## config.mk

```make
export PLATFORM = sky130hd
export DESIGN_NAME = aes_dec_mmio
export DESIGN_NICKNAME = d
export VERILOG_FILES = /design/src/rtl/aes_dec_mmio.sv
export SDC_FILE = /design/constraint.sdc
export NUM_CORES = 1
export LEC_CHECK = 0
export ABC_AREA = 1
export CAP_MARGIN = 20
export CORE_MARGIN = 2
export CORE_UTILIZATION = 50
export DETAILED_ROUTE_END_ITERATION = 10
export PLACE_DENSITY = 0.81
export SYNTH_ARGS = -nofsm -noshare
export SYNTH_HDL_FRONTEND = slang
export SYNTH_SLANG_ARGS = --single-unit
```

## constraint.sdc

```tcl
create_clock -name clock -period 18.6 [get_ports clock]
set_clock_uncertainty 0.15 [all_clocks]
set_input_delay 3.72 -clock clock [delete_from_list [all_inputs] [get_ports clock]]
set_output_delay 3.72 -clock clock [all_outputs]
set_load 0.02 [all_outputs]
```

## src/rtl/aes_dec_mmio.sv

```systemverilog
// rtl/aes_dec_mmio.sv - bus front end for the AES-128 inverse-cipher core
// Holds key/ciphertext, sequences one core run, captures plaintext with timeout.
module aes_dec_mmio #(
  parameter int TIMEOUT = 63
) (
  input  logic         clock,
  input  logic         reset,
  input  logic [5:0]   bus_addr,
  input  logic         bus_we,
  input  logic         bus_re,
  input  logic [31:0]  bus_wdata,
  output logic [31:0]  bus_rdata,
  output logic         bus_rvalid,
  output logic [127:0] core_secret,
  output logic [127:0] core_cipher,
  output logic         core_we,
  input  logic         core_busy,
  input  logic [127:0] core_plaintext,
  output logic         irq
);
  localparam int CW = (TIMEOUT > 0) ? $clog2(TIMEOUT + 1) : 1;

  typedef enum logic [1:0] {IDLE, ISSUE, RUN} state_t;

  state_t         state, state_nx;
  logic [CW-1:0]  cnt, cnt_nx;
  logic [127:0]   key, ct, pt;
  logic           irq_en, done, err;
  logic           fsm_done, fsm_err;
  logic [31:0]    key_w, ct_w, pt_w, rd_mux;

  logic [3:0] word;
  assign word = bus_addr[5:2];

  logic unused_addr_bits;
  assign unused_addr_bits = ^bus_addr[1:0];

  logic busy, sel_key, sel_ct, sel_ctrl, sel_status;
  assign busy       = (state != IDLE);
  assign sel_key    = (word[3:2] == 2'b00);
  assign sel_ct     = (word[3:2] == 2'b01);
  assign sel_ctrl   = (word == 4'hC);
  assign sel_status = (word == 4'hD);

  // A start is refused while we run or while the core is still finishing
  // a job it was given before a reset.
  logic start_req, start_ok, prot_err;
  assign start_req = bus_we & sel_ctrl & bus_wdata[0];
  assign start_ok  = start_req & ~busy & ~core_busy;
  assign prot_err  = (bus_we & (sel_key | sel_ct) & busy) | (start_req & ~start_ok);

  always_comb begin
    state_nx = state;
    cnt_nx   = cnt;
    core_we  = 1'b0;
    fsm_done = 1'b0;
    fsm_err  = 1'b0;
    case (state)
      IDLE: if (start_ok) state_nx = ISSUE;
      ISSUE: begin
        core_we  = 1'b1;
        cnt_nx   = CW'(TIMEOUT);
        state_nx = RUN;
      end
      RUN: begin
        if (!core_busy) begin
          fsm_done = 1'b1;
          state_nx = IDLE;
        end else if (cnt == '0) begin
          fsm_err  = 1'b1;
          state_nx = IDLE;
        end else begin
          cnt_nx = cnt - 1'b1;
        end
      end
      default: state_nx = IDLE;
    endcase
  end

  always_comb begin
    key_w = '0;
    ct_w  = '0;
    pt_w  = '0;
    for (int i = 0; i < 4; i++) begin
      if (word[1:0] == i[1:0]) begin
        key_w = key[127-32*i -: 32];
        ct_w  = ct[127-32*i -: 32];
        pt_w  = pt[127-32*i -: 32];
      end
    end
    rd_mux = '0;
    case (word[3:2])
      2'b00: rd_mux = key_w;
      2'b01: rd_mux = ct_w;
      2'b10: rd_mux = pt_w;
      default: begin
        if (sel_ctrl)   rd_mux = {30'd0, irq_en, 1'b0};
        if (sel_status) rd_mux = {29'd0, err, done, busy};
      end
    endcase
  end

  always_ff @(posedge clock or posedge reset) begin
    if (reset) begin
      state      <= IDLE;
      cnt        <= '0;
      key        <= '0;
      ct         <= '0;
      pt         <= '0;
      irq_en     <= 1'b0;
      done       <= 1'b0;
      err        <= 1'b0;
      bus_rdata  <= '0;
      bus_rvalid <= 1'b0;
    end else begin
      state <= state_nx;
      cnt   <= cnt_nx;
      for (int i = 0; i < 4; i++) begin
        if (bus_we && !busy && word[1:0] == i[1:0]) begin
          if (sel_key) key[127-32*i -: 32] <= bus_wdata;
          if (sel_ct)  ct[127-32*i -: 32]  <= bus_wdata;
        end
      end
      if (fsm_done) pt <= core_plaintext;
      if (bus_we && sel_ctrl) irq_en <= bus_wdata[1];
      // Hardware set beats a W1C clear landing on the same edge.
      if (fsm_done)
        done <= 1'b1;
      else if (start_ok || (bus_we && sel_status && bus_wdata[1]))
        done <= 1'b0;
      if (fsm_err || prot_err)
        err <= 1'b1;
      else if (bus_we && sel_status && bus_wdata[2])
        err <= 1'b0;
      bus_rvalid <= bus_re;
      if (bus_re) bus_rdata <= rd_mux;
    end
  end

  assign core_secret = key;
  assign core_cipher = ct;
  assign irq         = done & irq_en;

endmodule

```

==> results of run 1 <==
cell usage in the layout (no fill, tap or decap), drive strengths merged:
cell / netlist / routed
a21oi: 42 / 42
a31oi: 7 / 7
a41oi: 15 / 15
buf: 63 / 27
bufinv: 0 / 2
clkbuf: 64 / 67
clkdlybuf4s50: 0 / 458
clkinv: 1 / 13
dfrtp: 428 / 428
diode: 0 / 9
ha: 2 / 2
inv: 124 / 125
mux2: 101 / 101
nand2: 701 / 701
nand2b: 15 / 15
nand3: 84 / 84
nand3b: 3 / 3
nand4: 33 / 33
nor2: 151 / 151
nor3: 7 / 7
o211ai: 13 / 13
o21ai: 298 / 298
o22ai: 7 / 7
or2: 9 / 9
xor2: 2 / 2
final cells by class:
| cell class | instances | area (sq um) | area share |
|---|---|---|---|
| Antenna cell | 9 | 22.5 | 0.000883 |
| Clock buffer | 67 | 1360 | 0.0534 |
| Clock inverter | 15 | 148 | 0.00579 |
| Inverter | 125 | 477 | 0.0187 |
| Multi-Input combinational cell | 1490 | 7310 | 0.287 |
| Sequential cell | 428 | 10700 | 0.420 |
| Tap cell | 511 | 639 | 0.0251 |
| Timing Repair Buffer | 485 | 4820 | 0.189 |
routing by layer:
metal	track usage	routed length (um)	vias up	share of wire
li1	-	-	7903	-
met3	0.0864	7460	241	0.11
met2	0.514	30800	1056	0.45
met4	0.205	4340	4	0.063
met5	0	23	-	0.00033
met1	0.456	26200	8511	0.38
critical path: stages:
cell	delay, ns
clkdlybuf4s50_1	0.45
buf_4	0.32
inv_2	0.44
nor2_4	0.18
buf_4	0.59
inv_1	0.16
nor2_2	0.17
nand2_2	0.36
buf_4	0.42
nand2_1	0.13
o21ai_0	0.08
cells by family (layout without fill, tap and decap cells):
group	count (synthesis)	count (layout)	share of synthesized area
XOR/XNOR	2	2	0.000921
other	0	9	0
flip-flops	428	428	0.563
buffers and inverters	252	692	0.0545
multiplexers	101	101	0.0598
AO/OA/AOI/OAI	382	382	0.106
adder cells (fa/ha/maj)	2	2	0.00132
AND/OR/NAND/NOR	1003	1003	0.214
through the flow:
stage,area [sq um],worst slack [ns],instances
4_1_cts,25400,11.82,3119
2_1_floorplan,19000,2.81,2170
5_1_grt,25500,11.58,3128
6_report,25500,11.81,3130
3_3_place_gp,23900,11.31,3037
3_5_place_dp,23900,11.24,3037
registers in the layout (all words and copies together), names as in the netlist:
register	count
pt	128
bus_rdata	32
err	1
bus_rvalid	1
state	2
cnt	6
done	1
core_cipher	128
irq_en	1
core_secret	128
where the power goes:
part | internal [uW] | switching (uW)
clock network | 536 | 383
registers | 1130 | 149
logic | 381 | 461
how the worst max path moves through the flow:
stage	start	slack, ns	end
after floorplan	reset	2.81	bus_rdata[0]
after global placement	bus_addr[2]	11.31	core_cipher[65]
after detailed placement	bus_addr[2]	11.24	core_cipher[65]
after CTS	bus_addr[2]	11.82	core_cipher[65]
after global routing	bus_addr[2]	11.58	core_cipher[69]
final	bus_addr[2]	11.81	core_cipher[69]
==> parameters.txt, run 1 <==
Parameter                              Value

STA
  Number of failing setup endpoints in the final timing report    0
  Clock period minus final worst setup slack    6.79 ns
  Slew at the pin closest to its max-slew limit    1.01 ns
  Maximum clock frequency    0.147 GHz
  Total Negative Setup Slacks    0 ns
  Unrepaired setup endpoints after global routing    false
  Worst relative slew slack    0.327
  Number of failing hold endpoints at the final stage    0
  Final period util    0.365
  Worst hold slack across all endpoints    0.329 ns
  Number of max-slew violations in the final report    0

Route
  Detailed-route wire length    68.8 mm
  Initial detailed-routing violation count    1652
  Mean routed wirelength per cell    22.0 um
  DRT Pass-1 Iters    8
  Final routed DRC violation total    0
  Via-to-Cell Ratio    5.66
  Residual antenna-violating net count after detailed routing    0
  Via count    17700

Critical path
  Start of the worst register-to-register path    state[1]
  Kind of end point of the critical path    register
  WS Path Type    primary input to register
  Reg-to-reg critical path endpoint    pt[11]
  Reg2Reg Setup Slack    15.61 ns
  Launching element type of the critical path    primary input
  Largest fanout of any net on the critical path    51
  WP data required    18.88 ns
  Critical path data arrival time    7.08 ns
  Depth of the worst register-to-register path    5

Synth
  Post-synth EDFFs    0
  Async set-reset flop share out of synthesis    1.00
  Summed instance area of the synthesized netlist    19000 sq um
  Yosys warns    0
  FF+latch count, synth    428
  Most frequent cell after synthesis    nand2_1
  Commonest cells post-synth    nand2_1, dfrtp_1, o21ai_0, nor2_1, inv_1
  Post-Synthesis Cells    2170
  Yosys cell types    30
  Most used DFF post-synth    dfrtp_1
  Synthesized area per cell    8.77 sq um
  Top area cells in the synthesized netlist    dfrtp_1, nand2_1, o21ai_0
  Register area share after synthesis    0.563
  Share of Yosys cell area claimed by the top area cell type    0.563
  Post-synthesis net count    2343
  Dominant cell type by area after synthesis    dfrtp_1

CTS
  Number of buffers on the longest clock path    3
  Hold buffers post-CTS    0
  Root buffer cell    clkbuf_16
  Clk sink count    428
  TritonCTS Buffers    46
  Number of H-tree levels    2
  Clock tree from TritonCTS    built
  Post-cts repair resize count    0
  Clock Pin Slew Worst Setup and Hold Paths    0.06 ns
  Total setup buffers inserted after CTS    0
  Insertion delay of the later-clocked pin in the worst-skew pair    0.59 ns

Power and ir drop
  Worst supply voltage drop on vdd    0.0825 mV
  Total power consumption of the routed design    3040 uW
  Power per Cell Area    119 nW/um^2
  Leakage power figure    0.0118 uW

Global route
  Pin count of the biggest net entering global routing    137
  Antenna violations before repair    10
  First-pass GRT wire length    102 mm
  Gr usage total    0.344
  Via count of the first global-routing pass    17100
  GRT Residual Overflow    0

Final layout
  Share of layout cells above drive strength 1    0.0870
  Area growth syn-to-layout    34.0%
  Layout Nets    2749
  Utilization of the core after routing    0.678
  Filler cell count in the final layout    2894

Hold path
  Worst min-delay path class    register to register
  Launch point of the worst hold path    bus_rdata[10]
  Worst Hold Path Cells    2
  Worst Hold Endpoint    bus_rdata[10]

Floorplan
  Area of the core    37600 sq um
  Initial core utilization    0.506
  Number of I/O pins    462
  Area of the die    39600 sq um
  Die boundary width    199 um
  Floorplan row count    71
  DIE HEIGHT    199 um

Placed design
  Last weighted congestion value of the routability-driven placer    0.997
  Quantity of I/O buffers inserted on ports    459
  Post-DP HPWL    46.3 mm

Run
  Max-cap violations    0

Run status
  Status    finished, final reports clean
(Power assumes the default switching activity.)
==> inputs of run 2 (changes only) <==
==> constraint.sdc (replaced) <==
create_clock -name clock -period 6.4 [get_ports clock]
set_clock_uncertainty 0.15 [all_clocks]
set_input_delay 1.28 -clock clock [delete_from_list [all_inputs] [get_ports clock]]
set_output_delay 1.28 -clock clock [all_outputs]
set_load 0.02 [all_outputs]
==> run 2 against run 1 <==
  * Via count up 1.5%
  * Register-to-register slack worse by 12 ns
  * Largest cell class unchanged
  * First-iteration DRC count up 11%
  * Global-route usage up 0.86 points
  * Flip-flop and latch count unchanged
  * Final area barely moved
==> parameters.txt, run 2 (synthesis gave the netlist of run 1 again) <==
Parameter                              Value

Route
  Via count    18000 (+1.5%)
  Mean routed wirelength per cell    22.5 um (+2.2%)
  Initial detailed-routing violation count    1832 (+11%)
  Residual antenna-violating net count after detailed routing    0 (unchanged)
  Detailed-route wire length    70.3 mm (+2.1%)
  Via-to-Cell Ratio    5.75 (+1.5%)
  DRT Pass-1 Iters    5 (-3)
  Final routed DRC violation total    0 (unchanged)

Power and ir drop
  Clk network pwr share    0.303 (about the same)
  Share of power burned in combinational logic    0.277 (about the same)
  Sequential power share    0.420 (about the same)
  Worst supply voltage drop on vdd    0.254 mV (+210%)
  Net Sw Frac    0.326 (-0.000960)
  Power per Cell Area    347 nW/um^2 (+190%)
  Net Sw Power    2890 uW (+190%)
  Cell-internal power    5970 uW (+190%)
  Leakage power figure    0.0118 uW (about the same)

Final layout
  Final instance count without filler cells    3128 (-0.064%)
  Area growth syn-to-layout    34.1% (about the same)
  Highest-count cells in the layout ignoring fill and taps    nand2_1, clkdlybuf4s50_1, dfrtp_1
  Utilization of the core after routing    0.679 (about the same)
  Share of layout cells above drive strength 1    0.0875 (+0.000484)
  Commonest non-fill, non-tap cell in the layout    nand2_1
  Layout Nets    2751 (+0.073%)

Placed design
  Placed cell count    3041 (+0.13%)
  Last weighted congestion value of the routability-driven placer    0.925 (-7.2%)
  Quantity of I/O buffers inserted on ports    459 (unchanged)
  Worst setup slack after placement    1.62 ns (-9.62 ns)
  Post-DP HPWL    47.1 mm (+1.8%)

Global route
  Antenna violations before repair    10 (unchanged)
  Gr usage total    0.353 (+0.00863)
  Via count of the first global-routing pass    17500 (+2.5%)
  First-pass GRT wire length    105 mm (+2.8%)
  GRT Residual Overflow    0 (unchanged)
  Pin count of the biggest net entering global routing    142 (+3.6%)

STA
  Maximum clock frequency    0.235 GHz
  Slew at the pin closest to its max-slew limit    1.03 ns (+0.0213 ns)
  Clock period minus final worst setup slack    4.26 ns
  Number of failing setup endpoints in the final timing report    0 (unchanged)
  Worst hold slack across all endpoints    0.329 ns (-0.000446 ns)
  Number of max-slew violations in the final report    0 (unchanged)
  Worst relative slew slack    0.313 (-0.0135)
  Final period util    0.665
  Unrepaired setup endpoints after global routing    false
  Final setup margin    2.14 ns (-9.66 ns)
  Number of failing hold endpoints at the final stage    0 (unchanged)

Critical path
  WS Path Type    primary input to register
  Kind of end point of the critical path    register
  Most used cell, CP    nand2_1
  Largest fanout of any net on the critical path    41 (-20%)
  Worst path bufs/invs    3 (-3)
  Critical path depth    8 (-3)
  Critical path data arrival time    4.53 ns (-2.55 ns)
  Launching element type of the critical path    primary input
  Depth of the worst register-to-register path    5 (unchanged)
  WP data required    6.68 ns (-12.20 ns)
  Max stage delay cell, worst path    clkdlybuf4s50_1
  Sequence of cells on the critical path    clkdlybuf4s50_1 > inv_2 > nand2_1 > nor2_1 > nand2_2 > buf_4 > nand2_1 > o21ai_0
  Reg2Reg Setup Slack    3.78 ns (-11.83 ns)
  Cell family with most CP delay    buffers and inverters
  Slowest cell delay on critical path    0.94 ns (+0.35 ns)

CTS
  Hold buffers post-CTS    0 (unchanged)
  Clk sink count    428 (unchanged)
  Post-cts repair resize count    0 (unchanged)
  Total setup buffers inserted after CTS    0 (unchanged)
  Clock Pin Slew Worst Setup and Hold Paths    0.06 ns (about the same)
  Number of H-tree levels    2 (unchanged)
  Clock tree from TritonCTS    built
  Number of buffers on the longest clock path    3 (unchanged)
  Insertion delay of the later-clocked pin in the worst-skew pair    0.58 ns (about the same)
  TritonCTS Buffers    46 (unchanged)
  Root buffer cell    clkbuf_16

Floorplan
  DIE HEIGHT    199 um (unchanged)
  Number of I/O pins    462 (unchanged)
  Initial core utilization    0.506 (unchanged)
  Floorplan row count    71 (unchanged)
  Area of the core    37600 sq um (unchanged)
  Area of the die    39600 sq um (unchanged)
  Die boundary width    199 um (unchanged)

Hold path
  Worst min-delay path class    register to register
  Worst Hold Path Cells    2 (unchanged)

Run
  Max-cap violations    0 (unchanged)

Run status
  Status    finished, final reports clean
[run 2: changes by cell type in the layout (fill, tap and decap cells not counted), moves of 2 or more]
cell,delta
clkbuf_8,+4
clkinv_2,-4
clkinvlp_4,+2
clkbuf_1,-4
buf_12,+3
buf_16,-2
[run 2: metal layers]
metal | wire, um | up-vias | track usage
met5 | 9 | - | 0
met4 | 3650 | 2 | 0.169
met3 | 7380 | 220 | 0.0815
met2 | 32100 | 1077 | 0.544
met1 | 27100 | 8789 | 0.473
li1 | - | 7886 | -
[run 2: final cells by class]
type                    count  area, sq um
fillers                  2932        12100
flip-flops and latches    428        10700
multi-input cells        1490         7310
repair buffers            487         4840
clock buffers              67         1400
well taps                 511          639
inverters                 125          473
clock inverters            10          106
diodes                     10         25.0
[run 2: path summary, 6_finish.rpt]
kind                              endpoint          start
setup / recovery           core_cipher[49]    bus_addr[2]
min in group asynchronous  core_secret[31]          reset
max in group asynchronous           pt[79]          reset
setup reg to reg                    pt[15]       state[1]
hold / removal               bus_rdata[19]  bus_rdata[19]
hold reg to reg              bus_rdata[19]  bus_rdata[19]
[run 2: worst register-to-register path, cell delays in order, from the launching register on]
cell and delay (ns):
dfrtp_1 0.39, nand2_1 0.16, inv_1 0.12, nand2_4 0.74
buf_12 0.45, mux2_2 0.47
[run 2: through the flow]
step	TNS [ns]	power [uW]	area [sq um]
global route	0	9210	25500
detailed placement	0	6170	24000
finish	0	8860	25500
CTS	0	8860	25500
global placement	0	6090	24000
floorplan	-345.57	4880	19000
[run 2: power by group through the flow]
stage	clock network [uW]	registers (uW)	logic (uW)
2_1_floorplan	0	4100	775
4_1_cts	2700	3700	2450
3_5_place_dp	0	3740	2430
5_1_grt	2820	3780	2620
3_3_place_gp	0	3710	2380
6_report	2680	3720	2460
==> inputs of run 3 (changes only) <==
--- a/config.mk
+++ b/config.mk
@@ -8,9 +8,9 @@
 export ABC_AREA = 1
 export CAP_MARGIN = 20
 export CORE_MARGIN = 2
-export CORE_UTILIZATION = 50
+export CORE_UTILIZATION = 45
 export DETAILED_ROUTE_END_ITERATION = 10
-export PLACE_DENSITY = 0.81
+export PLACE_DENSITY = 0.77
 export SYNTH_ARGS = -nofsm -noshare
 export SYNTH_HDL_FRONTEND = slang
 export SYNTH_SLANG_ARGS = --single-unit
==> constraint.sdc (replaced) <==
create_clock -name clock -period 3.7 [get_ports clock]
set_clock_uncertainty 0.15 [all_clocks]
set_input_delay 0.74 -clock clock [delete_from_list [all_inputs] [get_ports clock]]
set_output_delay 0.74 -clock clock [all_outputs]
set_load 0.02 [all_outputs]
==> run 3 against run 2 <==
  * Clock power rose by 68%
  * Non-clock buffer count is 28 higher
  * Clock-buffer cell count up 5
  * Combinational power grew 74%
  * Setup slack got worse by 1.3 ns
  * Total power increased by 72%
  * Die area grew 11%
  * Critical path type unchanged
  * Critical endpoint is now core_cipher[38]
  * Largest power group unchanged
==> parameters.txt, run 3 (synthesis gave the netlist of run 1 again) <==
Parameter                              Value

Run status
  Status    finished, final reports clean

STA
  Final setup margin    0.837 ns (-1.31 ns)
  Slew at the pin closest to its max-slew limit    0.944 ns (-0.0858 ns)
  Number of failing setup endpoints in the final timing report    0 (unchanged)
  Unrepaired setup endpoints after global routing    false
  Number of max-slew violations in the final report    0 (unchanged)
  Final period util    0.774
  Clock period minus final worst setup slack    2.86 ns
  Worst relative slew slack    0.369 (+0.0559)
  Worst hold slack across all endpoints    0.332 ns (+0.00314 ns)
  Number of failing hold endpoints at the final stage    0 (unchanged)
  Maximum clock frequency    0.349 GHz
  Total Negative Setup Slacks    0 ns (unchanged)

Critical path
  Most used cell, CP    nand2_1
  Origin of the worst setup path    bus_addr[2]
  Start of the worst register-to-register path    state[1]
  Reg-to-reg critical path endpoint    core_secret[119]
  Slowest cell delay on critical path    0.93 ns (about the same)
  WP data required    4.04 ns (-2.64 ns)
  Worst setup path endpoint    core_cipher[38]
  Largest fanout of any net on the critical path    36 (-12%)
  Max stage delay cell, worst path    clkdlybuf4s50_1
  Depth of the worst register-to-register path    7 (+2)
  Kind of end point of the critical path    register
  WS Path Type    primary input to register
  Critical path data arrival time    3.20 ns (-1.33 ns)
  Sequence of cells on the critical path    clkdlybuf4s50_1 > inv_2 > nand2_1 > nor2_1 > nand2_2 > buf_4 > nand2_1 > o21ai_0
  Launching element type of the critical path    primary input
  Reg2Reg Setup Slack    1.53 ns (-2.25 ns)

Placed design
  Post-DP HPWL    49.5 mm (+5.1%)
  Cell area after placement    24400 sq um (+1.7%)
  Last weighted congestion value of the routability-driven placer    0.975 (+5.4%)
  Quantity of I/O buffers inserted on ports    459 (unchanged)
  Worst setup slack after placement    0.314 ns (-1.31 ns)

Floorplan
  DIE HEIGHT    210 um (+5.3%)
  Area of the core    41900 sq um (+11%)
  Floorplan row count    75 (+5.6%)
  Die boundary width    210 um (+5.3%)
  Area of the die    43900 sq um (+11%)
  Number of I/O pins    462 (unchanged)
  Initial core utilization    0.454 (-0.0517)

Route
  Mean routed wirelength per cell    22.3 um (-0.80%)
  Via count    17600 (-2.0%)
  Via-to-Cell Ratio    5.53 (-3.7%)
  Highest metal layer used by the detailed router    met5
  DRT Pass-1 Iters    5 (unchanged)
  Initial detailed-routing violation count    1586 (-13%)
  Residual antenna-violating net count after detailed routing    0 (unchanged)
  Routed metal-1 wire length    27.9 mm (+2.7%)
  Met2 Wirelength    32.6 mm (+1.4%)
  Detailed-route wire length    71.0 mm (+0.97%)
  Final routed DRC violation total    0 (unchanged)
  Routed length on met3    6.36 mm (-14%)

Final layout
  Layout Nets    2780 (+1.1%)
  Filler cell count in the final layout    3475 (+19%)
  Highest-count cells in the layout ignoring fill and taps    nand2_1, clkdlybuf4s50_1, dfrtp_1
  Commonest non-fill, non-tap cell in the layout    nand2_1
  Share of layout cells above drive strength 1    0.0936 (+0.00617)
  Final instance area    25900 sq um (+1.4%)
  Area growth syn-to-layout    35.9%

Run
  Max-cap violations    0 (unchanged)

Power and ir drop
  Power per Cell Area    588 nW/um^2 (+69%)
  Share of power burned in combinational logic    0.281 (+0.004)
  Total power consumption of the routed design    15200 uW (+72%)
  Sequential power share    0.423 (+0.003)
  Net Sw Frac    0.329 (+0.00290)
  Net Sw Power    5000 uW (+73%)
  Leakage power figure    0.0119 uW (+1.4%)
  Clk network pwr share    0.296 (-0.007)
  Cell-internal power    10200 uW (+71%)
  Worst supply voltage drop on vdd    0.473 mV (+86%)

CTS
  Insertion delay of the later-clocked pin in the worst-skew pair    0.59 ns (about the same)
  Post-cts repair resize count    0 (unchanged)
  Number of buffers on the longest clock path    3 (unchanged)
  TritonCTS Buffers    47 (+2.2%)
  Number of H-tree levels    2 (unchanged)
  Clock Pin Slew Worst Setup and Hold Paths    0.06 ns (about the same)
  Clk sink count    428 (unchanged)
  Clock tree from TritonCTS    built
  Total setup buffers inserted after CTS    0 (unchanged)
  Hold buffers post-CTS    0 (unchanged)
  Root buffer cell    clkbuf_16

Hold path
  Worst min-delay path class    register to register
  Worst Hold Path Cells    2 (unchanged)

Global route
  GRT Residual Overflow    0 (unchanged)
  First-pass GRT wire length    106 mm (+1.2%)
  Pin count of the biggest net entering global routing    89 (-37%)
  Antenna violations before repair    10 (unchanged)
  Gr usage total    0.319 (-0.0334)
  Via count of the first global-routing pass    17500 (+0.14%)
[run 3: cell types whose count changed in the layout (fill, tap and decap cells not counted), moves of 2 or more]
cell,before,now
clkinv_8,0,2
clkinv_2,6,4
diode_2,10,7
buf_12,3,17
buf_4,25,39
clkbuf_8,15,9
clkbuf_1,5,16
[run 3: worst min path at each step]
stage / startpoint / endpoint / slack [ns]
2_1_floorplan: pt[34] / pt[34] / 0.32
5_1_grt: bus_rdata[24] / bus_rdata[24] / 0.34
3_3_place_gp: bus_rdata[9] / bus_rdata[9] / 0.31
4_1_cts: bus_rdata[23] / bus_rdata[23] / 0.33
3_5_place_dp: bus_rdata[3] / bus_rdata[3] / 0.31
6_report: bus_rdata[23] / bus_rdata[23] / 0.33
[run 3: stage by stage]
stage	instances	utilization
finish	3184	0.618
global route	3184	0.618
CTS	3177	0.617
detailed placement	3097	0.583
global placement	3097	0.583
floorplan	2170	-
[run 3: power groups by stage]
stage / logic, uW / registers, uW / clock network, uW
4_1_cts: 4280 / 6410 / 4550
6_report: 4270 / 6440 / 4500
3_3_place_gp: 4160 / 6430 / 0
2_1_floorplan: 1340 / 7090 / 0
5_1_grt: 4570 / 6540 / 4740
3_5_place_dp: 4260 / 6480 / 0
[run 3: area by class of cell]
class / instances / area, sq um / share of cell area
sequential: 428 / 10700 / 0.414
multi-input combinational: 1490 / 7310 / 0.283
timing repair buffer: 515 / 5220 / 0.202
clock buffer: 72 / 1360 / 0.0526
tap: 539 / 674 / 0.0261
inverter: 125 / 473 / 0.0183
clock inverter: 8 / 90.1 / 0.00348
antenna: 7 / 17.5 / 0.000677
[run 3: critical path: cells and delay by family]
kind	cells	cell delay (ns)
buf+inv	3	1.50
simple gates	4	0.83
compound gates	1	0.11
[run 3: routing by layer]
| metal | up-vias | track usage |
|---|---|---|
| li1 | 7945 | - |
| met1 | 8468 | 0.412 |
| met2 | 969 | 0.501 |
| met3 | 224 | 0.0712 |
| met4 | 6 | 0.181 |
| met5 | - | 0 |
